--- config.mk ---
export PLATFORM = sky130hd
export DESIGN_NAME = sensor_buffer_reader
export DESIGN_NICKNAME = d
export VERILOG_FILES = /design/src/rtl/sensor_buffer_reader.sv
export SDC_FILE = /design/constraint.sdc
export NUM_CORES = 2
export LEC_CHECK = 0
export CORE_AREA = 2 2 482 484
export CTS_BUF_LIST = sky130_fd_sc_hd__clkbuf_8
export CTS_CLUSTER_SIZE = 8
export DETAILED_ROUTE_END_ITERATION = 10
export DIE_AREA = 0 0 484 486
export SYNTH_ARGS = -nofsm -noshare
export SYNTH_HDL_FRONTEND = slang
export SYNTH_SLANG_ARGS = --single-unit
--- constraint.sdc ---
create_clock -name clk -period 9.7 [get_ports clk]
set_clock_uncertainty 0.05 [all_clocks]
set_input_delay 1.94 -clock clk [delete_from_list [all_inputs] [get_ports clk]]
set_output_delay 1.94 -clock clk [all_outputs]
set_load 0.01 [all_outputs]
--- src/rtl/sensor_buffer_reader.sv ---
// sensor_buffer_reader: consumer side of a sensor timestamp buffer.
// A request carries a target timestamp T. The block pops {data, ts} entries,
// throws away samples older than T-TOLERANCE, and answers with one of three results:
//   HIT     - the sample is inside [lo, hi]
//   MISS    - the next sample is later than hi; it stays held for a later request
//   TIMEOUT - no entry arrived within TIMEOUT_CYCLES cycles
//
// Handshakes:
//   req_valid/req_ready and out_valid/out_ready are strict valid/ready pairs.
//   A transfer happens on a rising edge where both signals are high.
//   Once out_valid is raised, it and every out_* field hold steady until that transfer.
//   req_ready is high only in IDLE, so req_valid is ignored in every other state.
//   out_ready is ignored everywhere except EMIT.
module sensor_buffer_reader #(
    parameter int          DATA_WIDTH     = 512,
    parameter int          BUFFER_DEPTH   = 16,
    parameter int          ADDR_WIDTH     = $clog2(BUFFER_DEPTH),
    parameter logic [63:0] TOLERANCE      = 64'd1000,
    parameter int          TIMEOUT_CYCLES = 256,
    parameter int          DROP_W         = 16
) (
    input  logic                     clk,
    input  logic                     rst,
    input  logic                     req_valid,
    input  logic [63:0]              req_ts,
    output logic                     req_ready,
    output logic                     fifo_rd_en,
    input  logic [DATA_WIDTH+63:0]   fifo_dout,
    input  logic [ADDR_WIDTH:0]      fifo_count,
    output logic                     out_valid,
    input  logic                     out_ready,
    output logic [DATA_WIDTH-1:0]    out_data,
    output logic [63:0]              out_ts,
    output logic [1:0]               out_status,
    output logic [DROP_W-1:0]        drop_count,
    output logic [2:0]               dbg_state
);
    localparam int FW = DATA_WIDTH + 64;
    localparam int TW = $clog2(TIMEOUT_CYCLES) + 1;

    typedef enum logic [2:0] {
        S_IDLE  = 3'd0,
        S_CHECK = 3'd1,
        S_WAIT  = 3'd2,
        S_EVAL  = 3'd3,
        S_EMIT  = 3'd4
    } state_t;

    state_t                state_q, state_d;
    logic [63:0]           lo_q, lo_d;
    logic [63:0]           hi_q, hi_d;
    logic [FW-1:0]         hold_q, hold_d;
    logic                  hold_valid_q, hold_valid_d;
    logic [TW-1:0]         timer_q, timer_d;
    logic                  out_valid_q, out_valid_d;
    logic [DATA_WIDTH-1:0] out_data_q, out_data_d;
    logic [63:0]           out_ts_q, out_ts_d;
    logic [1:0]            out_status_q, out_status_d;
    logic [DROP_W-1:0]     drop_q, drop_d;

    logic [64:0]           hi_sum;
    logic [63:0]           hold_ts;

    assign hi_sum  = {1'b0, req_ts} + {1'b0, TOLERANCE};
    assign hold_ts = hold_q[63:0];

    // Next-state, window latch, hold register, and response fields.
    // fifo_rd_en is a single-cycle pulse while in CHECK. The buffer presents the popped
    // entry the following cycle, which is the WAIT cycle that captures it.
    always_comb begin
        state_d      = state_q;
        lo_d         = lo_q;
        hi_d         = hi_q;
        hold_d       = hold_q;
        hold_valid_d = hold_valid_q;
        timer_d      = timer_q;
        out_valid_d  = out_valid_q;
        out_data_d   = out_data_q;
        out_ts_d     = out_ts_q;
        out_status_d = out_status_q;
        drop_d       = drop_q;
        fifo_rd_en   = 1'b0;
        case (state_q)
            S_IDLE: begin
                if (req_valid) begin
                    // Clamp lo at 0 and hi at all-ones so the window never wraps.
                    lo_d    = (req_ts >= TOLERANCE) ? req_ts - TOLERANCE : 64'd0;
                    hi_d    = hi_sum[64] ? {64{1'b1}} : hi_sum[63:0];
                    timer_d = '0;
                    state_d = S_CHECK;
                end
            end
            S_CHECK: begin
                if (hold_valid_q) begin
                    state_d = S_EVAL;
                end else if (fifo_count != '0) begin
                    fifo_rd_en = 1'b1;
                    timer_d    = '0;
                    state_d    = S_WAIT;
                end else if (timer_q == TW'(TIMEOUT_CYCLES - 1)) begin
                    out_valid_d  = 1'b1;
                    out_data_d   = '0;
                    out_ts_d     = '0;
                    out_status_d = 2'b10;
                    state_d      = S_EMIT;
                end else begin
                    timer_d = timer_q + 1'b1;
                end
            end
            S_WAIT: begin
                hold_d       = fifo_dout;
                hold_valid_d = 1'b1;
                state_d      = S_EVAL;
            end
            S_EVAL: begin
                if (hold_ts < lo_q) begin
                    hold_valid_d = 1'b0;
                    if (drop_q != {DROP_W{1'b1}}) drop_d = drop_q + 1'b1;
                    state_d = S_CHECK;
                end else if (hold_ts <= hi_q) begin
                    out_valid_d  = 1'b1;
                    out_data_d   = hold_q[FW-1:64];
                    out_ts_d     = hold_ts;
                    out_status_d = 2'b00;
                    hold_valid_d = 1'b0;
                    state_d      = S_EMIT;
                end else begin
                    // The sample is in the future: report it and keep it for the next request.
                    out_valid_d  = 1'b1;
                    out_data_d   = '0;
                    out_ts_d     = hold_ts;
                    out_status_d = 2'b01;
                    state_d      = S_EMIT;
                end
            end
            S_EMIT: begin
                if (out_ready) begin
                    out_valid_d = 1'b0;
                    state_d     = S_IDLE;
                end
            end
            default: state_d = S_IDLE;
        endcase
    end

    // State and output registers. A synchronous reset drops any sample in flight.
    always_ff @(posedge clk) begin
        if (rst) begin
            state_q      <= S_IDLE;
            lo_q         <= '0;
            hi_q         <= '0;
            hold_q       <= '0;
            hold_valid_q <= 1'b0;
            timer_q      <= '0;
            out_valid_q  <= 1'b0;
            out_data_q   <= '0;
            out_ts_q     <= '0;
            out_status_q <= '0;
            drop_q       <= '0;
        end else begin
            state_q      <= state_d;
            lo_q         <= lo_d;
            hi_q         <= hi_d;
            hold_q       <= hold_d;
            hold_valid_q <= hold_valid_d;
            timer_q      <= timer_d;
            out_valid_q  <= out_valid_d;
            out_data_q   <= out_data_d;
            out_ts_q     <= out_ts_d;
            out_status_q <= out_status_d;
            drop_q       <= drop_d;
        end
    end

    assign req_ready  = (state_q == S_IDLE);
    assign out_valid  = out_valid_q;
    assign out_data   = out_data_q;
    assign out_ts     = out_ts_q;
    assign out_status = out_status_q;
    assign drop_count = drop_q;
    assign dbg_state  = state_q;

endmodule

# Word level (Yosys, flattened, before mapping)
# Index checks and enable logic that the tools add are counted.
classes:
  addsub: 4
  multipliers: 0
  div: 0
  order_cmp: 3
  n_eq_ne: 15
  n_shift: 0
  mux: 43
  n_bitwise: 0
  n_reduce_logical: 13
op_table:
  columns: ["op", "n"]
  rows:
  - ["two-way mux 512 bit", 5]
  - ["case mux 512 bit (2 select lines)", 1]
  - ["two-way mux 64 bit", 6]
  - ["case mux 64 bit (2 select lines)", 1]
  - ["adder 64 x 10 -> 65 bit, second input constant", 1]
  - [">= comparator 64 x 10 -> 1 bit, second input constant", 1]
  - ["<= comparator 64 bit", 1]
  - ["< comparator 64 bit", 1]
  - ["subtractor 64 x 10 -> 64 bit, second input constant", 1]
  - ["two-way mux 9 bit", 4]
  - ["two-way mux 3 bit", 6]
  - ["case mux 9 bit (2 select lines)", 1]
  - ["adder 16 x 1 -> 16 bit, second input constant", 1]
  - ["!= test 16 bit, second input constant", 1]
  - ["case mux 3 bit (5 select lines)", 1]
  - ["!= test 2 bit, second input constant", 6]
  - ["two-way mux 1 bit", 11]
  - ["adder 9 x 1 -> 9 bit, second input constant", 1]
  - ["== test 9 x 8 -> 1 bit, second input constant", 1]
  - ["two-way mux 2 bit", 4]
  - ["== test 3 x 2 -> 1 bit, second input constant", 2]
  - ["!= test 3 bit, second input constant", 2]
  - ["AND reduction 3 bit", 2]
  - ["AND reduction 6 bit", 1]
  - ["other kinds (13)", 16]
totals:
  reg_bits: 1312
  latchBits: 0
  ram_bits: 0
  romBits: 0
  in_bits: 649
  out_inout_bits: 600
  mem_count: 0

# Logic depth before layout (Yosys ltp)
depth:
  ltp_word: 5
  ltp_mapped: 14

# Worst setup path after synthesis
# No wires, ideal clock.
synth_path:
  path_kind: "input to register"
  startpoint: "input req_ts[20]"
  endpoint: "register lo_q[18]"
  setup_time_ns: 0.125
  t_arrival_ns: 4.596
  required_time_ns: 9.525
  setup_slack_ns: 4.929
  path_stages: 10
  path_buffers: 3
  path_cell_list: "buf_6 > or4_4 > or4_4 > nor4_4 > nand4_4 > or4_1 > buf_2 > buf_6 > a22oi_4 > nor2_2"
synth_between:
  elab_chain_len: 2
synth_lines:
  columns: ["element", "line_no", "rtl"]
  rows:
  - ["start, declared", "25", "input logic [63:0] req_ts,"]
  - [">= comparator 64 x 10 -> 1 bit", "87", "lo_d = (req_ts >= TOLERANCE) ? req_ts - TOLERANCE : 64'd0;"]
  - ["two-way mux 64 bit", "87", null]
  - ["end signal, assigned", "162", "lo_q <= lo_d;"]
  - ["end, declared", "50", "logic [63:0] lo_q, lo_d;"]
# Every way passes these cells.
# A chain may end at the register's enable or synchronous reset.

# Final worst setup path
layout_path:
  startpoint: "register lo_q[38]"
  endpoint: "register out_data_q[170], in the netlist out_data[170]"
layout_between:
  elab_chain_len: 3
layout_lines:
  columns: ["element", "line_no", "rtl"]
  rows:
  - ["< comparator 64 bit", "116", "if (hold_ts < lo_q) begin"]
  - ["!= test 2 bit (no source line)", null, null]
  - ["AND reduction 5 bit (no source line)", null, null]
  - ["end signal, assigned", "168", "out_data_q <= out_data_d;"]
  - ["end, declared", "56", "logic [DATA_WIDTH-1:0] out_data_q, out_data_d;"]
# Every way passes these cells.

==> summary.md <==
| Metric | Value |
|---|---|
| Max-cap violations | 0 |
| Die Height | 486 um |
| CTS buffer count | about 240 |
| Syn nets | 6000 |
| Hold Violations, Final | 0 |
| Pin count of the biggest net entering global routing | 201 |
| Layout Nets | 7128 |
| Hold_buf cts | 0 |
| CTS tree | yes |
| Final Cell Area | 68180 um^2 |
| Worst vdd ir | about 0.11 mV |
| Post-synth EDFFs | 0 |
| Syn Area/Cell | 9.182 um^2 |
| Max Slew Vio Count | 0 |
| Share of layout cells above drive strength 1 | about 6.7% |
| GPL Wtd Cong | between 0.9 and 1 |
| Worst EP arrival | about 7.1 ns |
| Number of synthesized register bits | 1312 |
| Rel. slew slack | 15.78% |
| HPWL after DPL | between 150 and 200 mm |
| Measured slew at the worst slew-check pin | 1.262 ns |
| # resized after CTS | 0 |
| # rows | 176 |
| Crit Path Class | reg2reg |
| Worst skew pair latency | 1.01 ns |
| RSZ-0062 raised after global routing | false |
| DRC viols | 0 |
| Critical path capture point type | flop |
| Most frequent cells in the layout | 1312 x dfxtp_1, 1280 x nand2_1, 1247 x clkdlybuf4s50_1 |
| Layout area overhead | 42.28% |
| Async SR Flop Fraction | 0% |
| Fin crit period | a little over 6 ns |
| Crit-path max FO | 163 |
| CP startpoint | lo_q[38]$_SDFFE_PP0P_ |
| Lkg Pwr | 24.54 nW |
| Peak Freq | between 0.15 and 0.2 GHz |
| # clock sinks | 1312 |
| Clock Pin Slew Worst Setup and Hold Paths | 0.07 ns |
| Vias in the first global route | 43030 |
| Htree depth | 4 |
| Worst R2R Start | lo_q[38]$_SDFFE_PP0P_ |
| Global Route Usage Sum | 18.21% |
| CTS max path bufs | 3 |
| Core Region | 229500 um^2 |
| Placed cell area | 63140 um^2 |
| DR vias/cell | 4.543 |
| Initial antenna violation count | 66 |
| # IOs | 1249 |
| Final setup TNS | 0 ns |
| Chip width | slightly below 500 um |
| Worst setup SP type | flop |
| Prevailing post-synth register cell | dfxtp_1 |
| CTS root buf | clkbuf_8 |
| Worst Hold Class | reg2reg |
| Post-CTS Setup Repair Bufs | 0 |
| Mapped Area | 47920 um^2 |
| CP Data Required Time | 10.55 ns |
| DR WL/cell | 23.28 um |
| Port-buffer cells | approximately 1200 |
| Status | completed |
| HP Start | hold_q[309]$_SDFFE_PP0P_ |
| Final WL | approximately 220 mm |
| First-pass GRT wire length | roughly 320 mm |
| Ys Warns | 0 |
| Fin crit share | 64.31% |
| Post-Synthesis Cells | approximately 5200 |
| DRT antenna net count | 0 |
| Grt ovf | 0 |
| Commonest non-fill, non-tap cell in the layout | dfxtp_1 |
| Detailed Routing Iterations Pass 1 | 9 |
| Sequential fraction of the synthesis area | 54.81% |
| Synth unique cells | 65 |
| DRT iter0 DRCs | 2902 |
| Via count | 43600 |
| PwrDens | 194.5 nW/um^2 |
| Initial Utilization | a little over a fifth |
| Die area | approximately 240000 um^2 |
| Setup violators final | 0 |
## synth_stat cells, types with 20 or more instances
library cell / n / area [um^2]
nand4_1: 47 / 294.0
nor2_1: 114 / 427.9
nand3_1: 61 / 305.3
xor2_1: 73 / 639.4
a22o_1: 576 / 5045
dfxtp_1: 1312 / 26270
nand2_1: 1281 / 4808
o21ai_0: 50 / 250.2
a21oi_1: 678 / 3393
ha_1: 132 / 1652
inv_1: 143 / 536.8
xnor2_1: 42 / 367.9
clkbuf_1: 364 / 1366
or3_1: 20 / 125.1
a221oi_1: 63 / 551.8
buf_2: 22 / 110.1
nor3_1: 45 / 225.2
## where the power goes
part	switching [mW]	total [mW]	internal (mW)
Sequential	0.216	5.93	5.71
Clock	2.54	5.44	2.90
Combinational	1.19	1.89	0.698
## worst paths after layout
check,end,slack (ns),cells after the start
worst max-delay path,out_data[170]$_SDFFE_PP0P_,3.46,13
worst min register to register,out_data[245]$_SDFFE_PP0P_,0.39,1
worst max register to register,out_data[170]$_SDFFE_PP0P_,3.46,13
worst min-delay path,out_data[245]$_SDFFE_PP0P_,0.39,1
## routing by layer
metal  wire length (um)  vias up  GRT usage [%]
li1                   -    20440              -
met1              95850    20950          23.17
met2              96010     1787          27.36
met3              22710      373          7.224
met4               8523       44          7.260
met5                275        -              0
## worst max-delay path, cell delays in order, from the launching register on
cell and delay [ns]:
dfxtp_1 0.35, inv_1 0.06, ha_1 0.31, nand4_1 0.27, nor4_1 0.67, nand3_1 0.24, a31oi_1 0.31, o2111ai_1 0.62
a211oi_4 0.44, buf_4 0.69, a21boi_4 0.30, buf_4 0.63, buf_12 0.56, a22o_1 0.24
## area by class of cell
| class | instances | area, um^2 |
|---|---|---|
| fillers | 24010 | 161300 |
| flip-flops and latches | 1312 | 26270 |
| multi-input cells | 3366 | 19630 |
| repair buffers | 1289 | 12920 |
| clock buffers | 296 | 4074 |
| well taps | 3026 | 3786 |
| clock inverters | 138 | 899.6 |
| inverters | 143 | 536.8 |
| diodes | 26 | 65.06 |
## cell families (layout without fill, tap and decap cells)
| kind of cell | after synthesis | after routing | share of synthesized area, % |
|---|---|---|---|
| simple gates | 1672 | 1672 | 14.60 |
| compound gates | 1439 | 1439 | 20.49 |
| flops | 1312 | 1312 | 54.81 |
| buf+inv | 541 | 1866 | 4.358 |
| fa+ha+maj | 132 | 132 | 3.447 |
| xor+xnor | 115 | 115 | 2.102 |
| mux | 8 | 8 | 0.1854 |
| other cells | 0 | 26 | 0 |
## sequential cells by signal, summed over array words and instances (netlist names), 3 cells and up
register	flops
dbg_state	3
out_data	512
hold_q	576
out_ts	64
timer_q	9
drop_count	16
hi_q	64
lo_q	64
## through the flow
| stage | setup slack, ns | std cells | power, mW | util (%) | hold WS [ns] |
|---|---|---|---|---|---|
| after floorplan | 4.929 | 5219 | 7.038 | - | 0.3750 |
| after global placement | 3.670 | 9136 | 7.885 | 27.52 | 0.3876 |
| after detailed placement | 3.617 | 9136 | 7.931 | 27.52 | 0.3933 |
| after CTS | 3.546 | 9570 | 13.45 | 29.68 | 0.3796 |
| after global routing | 3.213 | 9584 | 13.91 | 29.70 | 0.4038 |
| final | 3.462 | 9596 | 13.26 | 29.71 | 0.3865 |
Note: power is estimated with default switching activity, not from simulation.
